`src/rtl/fp_add_scheduler.sv`:
```
// Round-robin scheduler sharing one external combinational FP adder among NREQ requesters.
// Operands are registered onto the adder, the sum is captured a cycle later and returned with its requester id.
module fp_add_scheduler #(
    parameter int XLEN = 32,
    parameter int NREQ = 4,
    parameter int IDW  = 2
) (
    input  logic                 clk,
    input  logic                 rst_n,
    input  logic [NREQ-1:0]      req_valid,
    input  logic [NREQ*XLEN-1:0] req_a,
    input  logic [NREQ*XLEN-1:0] req_b,
    output logic [NREQ-1:0]      req_ready,
    output logic [XLEN-1:0]      add_a,
    output logic [XLEN-1:0]      add_b,
    input  logic [XLEN-1:0]      add_result,
    output logic                 resp_valid,
    output logic [IDW-1:0]       resp_id,
    output logic [XLEN-1:0]      resp_data,
    input  logic                 resp_ready,
    output logic                 busy,
    output logic [15:0]          ops_done
);

    localparam logic [1:0] S_IDLE = 2'd0;
    localparam logic [1:0] S_EXEC = 2'd1;
    localparam logic [1:0] S_RESP = 2'd2;

    logic [1:0]      state_q,     state_d;
    logic [IDW-1:0]  rr_ptr_q,    rr_ptr_d;
    logic [IDW-1:0]  id_q,        id_d;
    logic [XLEN-1:0] add_a_q,     add_a_d;
    logic [XLEN-1:0] add_b_q,     add_b_d;
    logic [XLEN-1:0] resp_data_q, resp_data_d;
    logic [IDW-1:0]  resp_id_q,   resp_id_d;
    logic [15:0]     ops_done_q,  ops_done_d;

    logic            grant_found;
    logic [IDW-1:0]  grant_idx;
    logic [IDW-1:0]  cand;

    // Search upward from rr_ptr, wrapping at NREQ-1; first valid requester wins.
    always_comb begin
        grant_found = 1'b0;
        grant_idx   = '0;
        cand        = '0;
        for (int unsigned i = 0; i < NREQ; i++) begin
            cand = IDW'((32'(rr_ptr_q) + i) % NREQ);
            if (!grant_found && req_valid[cand]) begin
                grant_found = 1'b1;
                grant_idx   = cand;
            end
        end
    end

    always_comb begin
        req_ready = '0;
        if (rst_n && state_q == S_IDLE && grant_found) begin
            req_ready[grant_idx] = 1'b1;
        end
    end

    always_comb begin
        state_d     = state_q;
        rr_ptr_d    = rr_ptr_q;
        id_d        = id_q;
        add_a_d     = add_a_q;
        add_b_d     = add_b_q;
        resp_data_d = resp_data_q;
        resp_id_d   = resp_id_q;
        ops_done_d  = ops_done_q;
        case (state_q)
            S_IDLE: begin
                if (grant_found) begin
                    add_a_d  = req_a[grant_idx*XLEN +: XLEN];
                    add_b_d  = req_b[grant_idx*XLEN +: XLEN];
                    id_d     = grant_idx;
                    rr_ptr_d = (grant_idx == IDW'(NREQ-1)) ? '0 : grant_idx + 1'b1;
                    state_d  = S_EXEC;
                end
            end
            S_EXEC: begin
                resp_data_d = add_result;
                resp_id_d   = id_q;
                state_d     = S_RESP;
            end
            S_RESP: begin
                if (resp_ready) begin
                    ops_done_d = ops_done_q + 16'd1;
                    state_d    = S_IDLE;
                end
            end
            default: state_d = S_IDLE;
        endcase
    end

    always_ff @(posedge clk or negedge rst_n) begin
        if (!rst_n) begin
            state_q     <= S_IDLE;
            rr_ptr_q    <= '0;
            id_q        <= '0;
            add_a_q     <= '0;
            add_b_q     <= '0;
            resp_data_q <= '0;
            resp_id_q   <= '0;
            ops_done_q  <= '0;
        end else begin
            state_q     <= state_d;
            rr_ptr_q    <= rr_ptr_d;
            id_q        <= id_d;
            add_a_q     <= add_a_d;
            add_b_q     <= add_b_d;
            resp_data_q <= resp_data_d;
            resp_id_q   <= resp_id_d;
            ops_done_q  <= ops_done_d;
        end
    end

    assign add_a      = add_a_q;
    assign add_b      = add_b_q;
    assign resp_data  = resp_data_q;
    assign resp_id    = resp_id_q;
    assign ops_done   = ops_done_q;
    assign resp_valid = (state_q == S_RESP);
    assign busy       = (state_q != S_IDLE);

endmodule

```
`config.mk`:
```
export PLATFORM = sky130hd
export DESIGN_NAME = fp_add_scheduler
export DESIGN_NICKNAME = d
export VERILOG_FILES = /design/src/rtl/fp_add_scheduler.sv
export SDC_FILE = /design/constraint.sdc
export NUM_CORES = 1
export LEC_CHECK = 0
export ABC_AREA = 1
export CORE_AREA = 2 2 162 164
export DETAILED_ROUTE_END_ITERATION = 10
export DIE_AREA = 0 0 164 166
export PLACE_DENSITY = 0.71
export SETUP_SLACK_MARGIN = 0.05
export SYNTH_ARGS = -nofsm -noshare
export SYNTH_HDL_FRONTEND = slang
export SYNTH_SLANG_ARGS = --single-unit
```
`constraint.sdc`:
```
create_clock -name clk -period 2.6 [get_ports clk]
set_input_delay 0.26 -clock clk [delete_from_list [all_inputs] [get_ports clk]]
set_output_delay 0.26 -clock clk [all_outputs]
set_load 0.01 [all_outputs]
```
# After elaboration in Yosys (flattened, before gate mapping)
# Index checks and enable logic that the tools add are counted.
[classes] n_reduce_logical=14 shifts=2 n_lt_le_gt_ge=6 addsub=5 muxes=23 eq_ne=5
[op_table] op="$shiftx A128 B8 Y32" count=2
[op_table] op="$add A16 B1 Y16 const B" count=1
[op_table] op="$lt A2 B3 Y1 const B" count=5
[op_table] op="$mux W2" count=7
[op_table] op="$mux W1" count=9
[op_table] op="$bmux W1 S2" count=4
[op_table] op="$logic_and A1 B1 Y1" count=6
[op_table] op="$pmux W2 S3" count=1
[op_table] op="$reduce_and A2 Y1" count=3
[op_table] op="$add A2 B1 Y2 const B" count=2
[op_table] op="$add A2 B2 Y2 const B" count=2
[op_table] op="$eq A2 B2 Y1 const B" count=2
[op_table] op="$mux W4" count=1
[op_table] op="$logic_not A1 Y1" count=3
[op_table] op="$demux W1 S2" count=1
[op_table] op="$eq A2 B1 Y1 const B" count=1
[op_table] op="$ge A2 B1 Y1 const B" count=1
[op_table] op="$logic_not A2 Y1" count=1
[op_table] op="$ne A2 B1 Y1 const B" count=1
[op_table] op="$ne A2 B2 Y1 const B" count=1
[op_table] op="$reduce_bool A2 Y1" count=1
[word_totals] out_inout_bits=120 in_bits=295 wordCells=63 register_bits=120

# Longest topological paths before layout
# Gate-level depths: netlist of run 1.
[depth] ltp_word=17 depth_mapped=15 mapped_depth_nobuf=13

# Least setup slack after synthesis of run 1
# OpenSTA, ideal clock, no wires.
[synth_path] path_type="register -> output" start="register rr_ptr_q[0]" end="output req_ready[1]" n_path_buf=3 t_required_ps=2340 arrival_ps=1714 stages_incl_launch_ff=13 path_slack_ps=626 path_cell_list="dfrtp_1 buf_6 nand2_1 nand2_1 nand2_1 nand2_2 nor2_4 nand3_1 nand2_2 nand2_2 buf_6 buf_4 nor3_1"
[synth_between] elab_chain_cells=17 elab_cells_between_ends=32 cone_classes="add/sub: 3; order compare: 2; mux: 19; reduce/logical: 8"
[synth_rtl] item="start, declared" line="30" source="logic [IDW-1:0] rr_ptr_q, rr_ptr_d;"
[synth_rtl] item="start signal, assigned" line="109" source="rr_ptr_q <= rr_ptr_d;"
[synth_rtl] item="parallel branches: the longest is 16 deep, another holds $lt A2 B3 Y1"
[synth_rtl] item="$mux W4 (*)" line="58" source="if (rst_n && state_q == S_IDLE && grant_found) begin"
[synth_rtl] item="end, declared" line="13" source="output logic [NREQ-1:0] req_ready,"
# Every way passes the cells marked *. The select of a mux whose other input is x is not followed.

# Final worst setup path of run 1
[layout_path] start="register rr_ptr_q[1]" end="output req_ready[1]"
# Same word-level chain as after synthesis.

==> results of run 1 <==
-- layer usage --
metal / share of wire (%) / GRT usage (%) / vias to the layer above / routed length [µm]
li1: - / - / 4034 / -
met1: 40 / 24.57 / 3861 / 11740
met2: 49 / 36.26 / 322 / 14380
met3: 7.4 / 5.045 / 50 / 2155
met4: 3.2 / 7.857 / 0 / 931
met5: 0 / 0 / - / 0
-- worst min-delay path by stage --
stage          slack, ps  cells after the start             to
2_1_floorplan        -40                      0       add_a[0]
3_3_place_gp         450                      2      add_a[29]
3_5_place_dp         460                      2      add_a[23]
4_1_cts              430                      2  resp_data[18]
5_1_grt              430                      2  resp_data[24]
6_report             450                      2   resp_data[4]
-- timing repair --
action / CTS / global route
resized for setup: 22 / 4
hold buffers: 1 / 0
endpoints found under the setup margin: 4 / 4
buffers inserted: 1 / 0
pin swaps: 2 / 2
hold endpoints to repair: 7 / 0
-- flip-flops by register name, summed over array words and instances, names as in the netlist --
register,count
add_b,32
id_q,2
state_q,2
resp_id,2
rr_ptr_q,2
add_a,32
ops_done,16
resp_data,32
-- power groups by stage --
stage	clock network, mW	registers (mW)	logic [mW]
after floorplan	0	3.61	6.44
after global placement	0	3.28	10.9
after detailed placement	0	3.32	11.0
after CTS	2.54	3.30	11.0
after global routing	2.61	3.40	12.0
final	2.46	3.30	11.0
-- through the flow --
stage	std cells	power (mW)	utilization (%)	hold WS, ps	setup TNS [ps]
finish	1735	16.72	48.98	454.2	0
global route	1735	18.01	48.98	427.9	0
CTS	1735	16.88	48.99	427.6	0
detailed placement	1701	14.28	46.52	457.0	-223.1
global placement	1701	14.14	46.52	445.6	-31.78
floorplan	1006	10.06	-	-35.59	0
-- cell usage in the layout (no fill, tap or decap), types with 3 or more instances in the layout --
master / instances
xor2_1: 7
ha_1: 3
inv_2: 3
inv_8: 7
nor2_4: 3
xnor2_1: 7
buf_12: 9
nand3b_1: 65
nor2_1: 13
inv_6: 3
nand3_2: 3
mux2_2: 33
nor3_1: 5
nand2_2: 7
nand2_4: 3
o21ai_0: 4
buf_4: 12
dfrtp_1: 119
nand2_1: 300
clkbuf_16: 17
clkdlybuf4s50_1: 409
inv_1: 82
nand3_1: 264
-- kinds of logic (layout without fill, tap and decap cells) --
group,Yosys count,after routing,synth area share (%)
buffers and inverters,160,554,10.12
DFF,120,120,39.99
adders and majority gates,3,3,0.5000
AOI/OAI and AO/OA,9,9,0.6666
xor gates and xnor gates,14,14,1.633
muxes,33,33,4.949
and+or+nand+nor,667,667,42.14
-- area by class of cell --
cell class / instances / area, µm² / share of cell area (%)
Tap cell: 335 / 419.2 / 3.341
Clock inverter: 15 / 176.4 / 1.406
Multi-Input combinational cell: 726 / 3790 / 30.21
Timing Repair Buffer: 436 / 4405 / 35.12
Clock buffer: 17 / 425.4 / 3.391
Sequential cell: 120 / 3004 / 23.95
Inverter: 86 / 325.3 / 2.593
==> results_dict.tcl, run 1 <==
set metrics [dict create \
    cp-end-kind "output pin" \
    grt_max_degree 129 \
    drive_above_1_share_pct 8.357 \
    min-delay-start "add_result[4]" \
    rsz0062_at_grt "yes" \
    fp.coreArea_um2 25620 \
    final_area_um2 12550 \
    drt-vias-per-instance 4.765 \
    worstSetupStartpointType "flop" \
    ys_seq_area_share_pct 39.99 \
    dpl-instance-area_um2 11920 \
    arrival_ps 2220 \
    area_growth_pct 67.09 \
    worst_slack_ps 122.0 \
    clk_pin_slew_ps 80 \
    async_flop_share_pct 100.0 \
    slowest_delay_ps 460 \
    r2r_slack_ps 290 \
    cts_root_buffer "clkbuf_16" \
    numCtsBuffers 17 \
    synthTopCellsByArea "dfrtp_1 (40%), nand3_1 (18%), nand2_1 (15%), nand3b_1 (6.5%), mux2_2 (4.9%)" \
    crit_family "simple AND/OR/NAND/NOR gates" \
    grt_pass1_wl_um 44290 \
    diodes 0 \
    synth.distinct_cells 28 \
    worst_pin_slew_ps 672.1 \
    status "completed" \
    post-place-ws_ps -72.86 \
    r2r_cells 13 \
    cp-startpoint "rr_ptr_q[1]" \
    synth_top_cell_by_area "dfrtp_1" \
    fill_cells 2490 \
    yosys_warnings 0 \
    synthMostInstantiatedCell "nand2_1" \
    synth.cell_area_um2 7508 \
    critPathCapture "req_ready[1]" \
    synth_top_flop_cell "dfrtp_1" \
    clk_path_buf_depth 2 \
    die-width_um 164 \
    switching_share_pct 48.29 \
    finalWeightedCongestion 0.8999 \
    power_density_nw_per_um2 1333 \
    cts_tree "done" \
    crit_path_frequent_cell "nand2_1" \
    post-route-min-period_ps 2478 \
    cap_violations 0 \
    crit_cells 13 \
    wirelength_um 29200 \
    p_int_mw 8.645 \
    p_seq_share_pct 19.7 \
    synth_commonest_cells "nand2_1 (302), nand3_1 (266), dfrtp_1 (120)" \
    path_cells "inv_2 -> nand2_1 -> nand2_1 -> nand2_1 -> nand2_2 -> nor2_4 -> nand3_1 -> nand2_1 -> nor2_4 -> inv_2 -> buf_4 -> nor3_1 -> buf_2" \
    nNetsFinal 1685 \
    grt.total_usage_pct 20.81 \
    reg2reg_from "rr_ptr_q[0]" \
    insertion_delay_ps 420 \
    power_frac_comb_pct 65.5 \
    drt_iter0_drc 529 \
    syn-num-nets 1304 \
    ys_ff_latch 120 \
    finalHoldViolCount 0 \
    drc 0 \
    drv_slew 0 \
    rows 59 \
    ios 415 \
    clock_power_share_pct 14.7 \
    start_util_pct 29.31 \
    p_leak_nw 5.776 \
    synth_edf_count 0 \
    synthCells 1006 \
    grt_antenna_before_repair 0 \
    critical_path_required_ps 2340 \
    fin_skew_ps 14.99 \
    syn_avg_cell_area_um2 7.464 \
    crit_buf_inv 4 \
    fmax_mhz 403.6 \
    vias 8267 \
    peakVddDrop_mv 1.300 \
    die_area_um2 27220 \
    worstPathMaxFanout 6 \
    slowest_stage "dfrtp_1" \
    setup_violations 0 \
    ant_nets 0 \
    power.switching_mw 8.075 \
    fp.dieH_um 166 \
    first_pass_iters 5 \
    cts_max_level 4 \
    cts_sinks 120 \
    grt_pass1_vias 8033 \
    routedWlPerCell_um 16.83 \
    crit_type "flop to output pin" \
    hold_class "input port to flop" \
    dpl.hpwl_um 20420 \
    portBuffers 414 \
    reg2reg_to "add_a[2]" \
    post-route-period-util_pct 95.31 \
    grt.overflow.total 0 \
    synth_top_area_share_pct 39.99 \
    slew_headroom_pct 55.19 \
]
(Power assumes the default switching activity.)
==> run 2: changes to the inputs <==
--- a/config.mk
+++ b/config.mk
@@ -6,10 +6,10 @@
 export NUM_CORES = 1
 export LEC_CHECK = 0
 export ABC_AREA = 1
-export CORE_AREA = 2 2 162 164
+export CORE_AREA = 2 2 161 163
 export DETAILED_ROUTE_END_ITERATION = 10
-export DIE_AREA = 0 0 164 166
-export PLACE_DENSITY = 0.71
+export DIE_AREA = 0 0 163 165
+export PLACE_DENSITY = 0.72
 export SETUP_SLACK_MARGIN = 0.05
 export SYNTH_ARGS = -nofsm -noshare
 export SYNTH_HDL_FRONTEND = slang
==> constraint.sdc (replaced) <==
create_clock -name clk -period 3.14 [get_ports clk]
set_input_delay 0.314 -clock clk [delete_from_list [all_inputs] [get_ports clk]]
set_output_delay 0.314 -clock clk [all_outputs]
set_load 0.01 [all_outputs]
==> results_dict.tcl, run 2 (synthesis results as in run 1) <==
set metrics [dict create \
    numCtsBuffers 17 \
    slew_headroom_pct 40.24 \
    finalHoldViolCount 0 \
    drc 0 \
    finalWeightedCongestion 0.8408 \
    rows 58 \
    status "completed" \
    fill_cells 2438 \
    wirelength_um 28990 \
    fp.coreArea_um2 25040 \
    worst_pin_slew_ps 896.4 \
    peakVddDrop_mv 1.069 \
    crit_type "flop to output pin" \
    final_cell_mix "clkdlybuf4s50_1 (411), nand2_1 (301), nand3_1 (266), dfrtp_1 (119), inv_1 (83)" \
    hold_class "input port to asynchronous set/reset pin" \
    drt_iter0_drc 594 \
    portBuffers 414 \
    grt_pass1_wl_um 43490 \
    crit_path_frequent_cell "nand2_1" \
    vias 8282 \
    insertion_delay_ps 410 \
    final_common_cell "clkdlybuf4s50_1" \
    diodes 0 \
    ios 415 \
    cap_violations 0 \
    setup_violations 0 \
    rsz0062_at_grt "no" \
    cp-end-kind "output pin" \
    grt.total_usage_pct 20.82 \
    nNetsFinal 1679 \
    fmax_mhz 340.1 \
    worstPathMaxFanout 7 \
    start_util_pct 29.99 \
    multiInputGateArea_um2 3771 \
    grt_max_degree 129 \
    register_area_um2 3004 \
    post-route-min-period_ps 2940 \
    cts_tree "done" \
    path_cells "buf_4 -> nand2_1 -> nand2_1 -> nand2_1 -> nand2_1 -> a21oi_1 -> nand2_4 -> nand2_4 -> inv_1 -> nor3_1 -> clkdlybuf4s50_1" \
    die_area_um2 26900 \
    drt-vias-per-instance 4.804 \
    slowest_delay_ps 560 \
    routedWlPerCell_um 16.81 \
    cts_sinks 120 \
    p_leak_nw 5.754 \
    fp.dieH_um 165 \
    cts_root_buffer "clkbuf_16" \
    worst_slack_ps 199.6 \
    power_density_nw_per_um2 1085 \
    dpl.hpwl_um 20330 \
    tns_ps 0 \
    slowest_stage "clkdlybuf4s50_1" \
    post-place-ws_ps 293.8 \
    critical_path_required_ps 2830 \
    worstSetupStartpointType "flop" \
    area_growth_pct 65.82 \
    first_pass_iters 5 \
    ant_nets 0 \
    clk_pin_slew_ps 70 \
    grt.overflow.total 0 \
    drv_slew 0 \
    grt_pass1_vias 7916 \
    arrival_ps 2630 \
    grt_antenna_before_repair 0 \
    fin_skew_ps 10.69 \
    drive_above_1_share_pct 7.245 \
    clk_path_buf_depth 2 \
    post-route-period-util_pct 93.64 \
    die-width_um 163 \
    cts_max_level 4 \
]
## run 2: changes by cell type in the layout (fill, tap and decap cells not counted), sizes merged
cell           change
buf                -8
clkbuf             -2
clkdlybuf4s50      +2
clkinv             +1
clkinvlp           +1
dlymetal6s2s       +2
inv                -2
## run 2: where the power goes
part	total (mW)	internal (mW)	leakage [nW]	switching, mW
registers	2.73	2.31	1.47	0.419
clock network	2.01	1.14	0.291	0.869
logic	8.77	3.52	3.99	5.25
total	13.5	6.97	5.75	6.54
## run 2: through the flow
stage / hold slack (ps) / cell area (µm²) / instances / power, mW / util [%]
after floorplan: 18.41 / 7508 / 1006 / 8.330 / -
after global routing: 344.7 / 12450 / 1724 / 14.65 / 49.73
final: 331.7 / 12450 / 1724 / 13.51 / 49.73
after CTS: 329.7 / 12440 / 1724 / 13.69 / 49.70
after detailed placement: 238.0 / 11810 / 1689 / 11.58 / 47.17
after global placement: 242.8 / 11810 / 1689 / 11.46 / 47.17
## run 2: metal layers
layer	vias to the layer above	GRT usage, %	share of wire [%]
met2	369	35.67	49
li1	4019	-	-
met4	0	8.246	2.9
met5	-	0	0
met3	50	5.249	7.3
met1	3844	25.06	41
## run 2: critical path, delay by kind of cell, from the launching register on
kind / cells / cell delay, ps
flip-flops: 1 / 460
AO/OA/AOI/OAI: 1 / 230
buffers and inverters: 3 / 810
AND/OR/NAND/NOR: 7 / 700
## run 2: timing repair
item | CTS | global route
buffers inserted | 2 | 0
hold buffers | 1 | 0
endpoints found under the hold margin | 20 | 0
endpoints found under the setup margin | 3 | 2
pin swaps | 0 | 0
resized for setup | 1 | 3
gates cloned | 0 | 0
## run 2: area by class of cell
cell class              instances  share of cell area [%]
clock inverters                15                   1.467
clock buffers                  17                   3.417
repair buffers                430                   34.79
well taps                     330                   3.316
flip-flops and latches        120                   24.13
inverters                      86                   2.593
multi-input cells             726                   30.29
## run 2: worst paths after layout
| check | startpoint | endpoint | slack (ps) | depth (start not counted) |
|---|---|---|---|---|
| worst max-delay path | rr_ptr_q[0] | req_ready[0] | 200 | 11 |
| worst min-delay path | rst_n | resp_data[16] | 330 | 2 |
| worst max register to register | rr_ptr_q[0] | add_a[27] | 590 | 12 |
| worst min register to register | ops_done[15] | ops_done[15] | 480 | 1 |
| max in group asynchronous | rst_n | rr_ptr_q[0] | 1690 | 3 |
| min in group clk | ops_done[15] | ops_done[15] | 480 | 1 |
==> run 3: changes to the inputs <==
--- a/config.mk
+++ b/config.mk
@@ -6,10 +6,12 @@
 export NUM_CORES = 1
 export LEC_CHECK = 0
 export ABC_AREA = 1
-export CORE_AREA = 2 2 161 163
+export CAP_MARGIN = 20
+export CORE_AREA = 2 2 163 165
 export DETAILED_ROUTE_END_ITERATION = 10
-export DIE_AREA = 0 0 163 165
-export PLACE_DENSITY = 0.72
+export DIE_AREA = 0 0 165 167
+export DONT_BUFFER_PORTS = 1
+export PLACE_DENSITY = 0.5
 export SETUP_SLACK_MARGIN = 0.05
 export SYNTH_ARGS = -nofsm -noshare
 export SYNTH_HDL_FRONTEND = slang
==> results_dict.tcl, run 3 (synthesis results as in run 1) <==
set metrics [dict create \
    slew_headroom_pct 52.65 \
    ant_nets 0 \
    grt_pass1_vias 6543 \
    grt.total_usage_pct 17.58 \
    worstPathMaxFanout 22 \
    ios 415 \
    peakVddDrop_mv 0.8919 \
    post-place-ws_ps 552.0 \
    final_common_cell "nand2_1" \
    start_util_pct 29.14 \
    die-width_um 165 \
    crit_type "flop to output pin" \
    cts_max_level 4 \
    fin_skew_ps 15.25 \
    numCtsBuffers 17 \
    rows 59 \
    cp-end-kind "output pin" \
    routedWlPerCell_um 18.87 \
    grt_antenna_before_repair 2 \
    dpl.hpwl_um 17540 \
    status "completed" \
    power_density_nw_per_um2 1409 \
    fmax_mhz 345.5 \
    cap_violations 0 \
    finalWeightedCongestion 0.7906 \
    rsz0062_at_grt "no" \
    critical_path_required_ps 2830 \
    clk_pin_slew_ps 70 \
    fp.dieH_um 167 \
    first_pass_iters 5 \
    portBuffers 0 \
    area_growth_pct 10.83 \
    met3WireLength_um 2009 \
    worst_slack_ps 245.5 \
    highest_layer "met4" \
    grt_max_degree 129 \
    grt.overflow.total 0 \
    worst_pin_slew_ps 710.2 \
    nNetsFinal 1269 \
    wirelength_um 24910 \
    clk_path_buf_depth 2 \
    register_area_um2 3004 \
    cts_sinks 120 \
    multiInputGateArea_um2 3777 \
    vias 6674 \
    met1_length_um 10090 \
    drive_above_1_share_pct 10.47 \
    drt-vias-per-instance 5.056 \
    worstSetupStartpointType "flop" \
    p_leak_nw 4.126 \
    fp.coreArea_um2 25760 \
    route.met2.wl_um 12330 \
    arrival_ps 2580 \
    cts_tree "done" \
    setup_violations 0 \
    drv_slew 0 \
    power.total_mw 11.73 \
    insertion_delay_ps 420 \
    post-route-period-util_pct 92.18 \
    finalHoldViolCount 0 \
    tns_ps 0 \
    drt_iter0_drc 452 \
    cts_setup_buffers 0 \
    final_cell_mix "nand2_1 (301), nand3_1 (266), dfrtp_1 (119), inv_1 (83), nand3b_1 (65)" \
    post-route-min-period_ps 2895 \
    cts_root_buffer "clkbuf_16" \
    fill_cells 2856 \
    die_area_um2 27560 \
    drc 0 \
    hold_class "input port to flop" \
    grt_pass1_wl_um 37300 \
]
## run 3: final cells by class
cell class	count	area share [%]
Clock inverter	15	2.075
Tap cell	335	5.037
Inverter	86	3.879
Clock buffer	17	5.112
Sequential cell	120	36.10
Antenna cell	1	0.03007
Multi-Input combinational cell	726	45.39
Timing Repair Buffer	20	2.376
## run 3: through the flow
step / utilization, % / hold WS (ps) / cells / instance area (µm²)
2_1_floorplan: - / 18.41 / 1006 / 7508
3_3_place_gp: 29.78 / 20.95 / 1285 / 7674
3_5_place_dp: 29.78 / 21.56 / 1285 / 7674
4_1_cts: 32.25 / 20.23 / 1319 / 8309
5_1_grt: 32.30 / 17.67 / 1320 / 8322
6_report: 32.30 / 42.77 / 1320 / 8322
## run 3: worst max-delay path: stages, from the launching register on
cell	delay [ps]
dfrtp_2	500
inv_2	150
nand2_1	80
nand3_1	100
nand2_2	100
nor2_4	140
nand3_1	190
nand2_8	220
nand2_4	100
inv_1	100
ha_1	150
inv_1	40
nor2_1	310
## run 3: routing by layer
metal	vias to the layer above	track usage (%)
met4	0	5.595
met1	3122	21.42
li1	3210	-
met5	-	0
met2	317	30.25
met3	25	4.309
## run 3: final timing paths
check,cells past startpoint,to,slack [ps],from
max,12,req_ready[3],250,rr_ptr_q[0]
min,1,resp_data[24],40,add_result[24]
max reg2reg,13,add_a[28],660,rr_ptr_q[0]
min reg2reg,2,state_q[1],510,state_q[1]
max in group asynchronous,2,add_a[16],2060,rst_n
min in group asynchronous,2,add_a[23],450,rst_n
## run 3: timing repair
item	in CTS	in global routing
hold endpoints to repair	120	0
resized for setup	0	2
setup endpoints to repair	0	3
hold buffers	2	0
## run 3: power breakdown
group          internal [mW]  leakage [nW]  switching [mW]  total (mW)
clock                   1.14         0.287           0.863        2.00
sequential              2.31          1.47           0.895        3.21
combinational           2.09          2.36            4.43        6.52
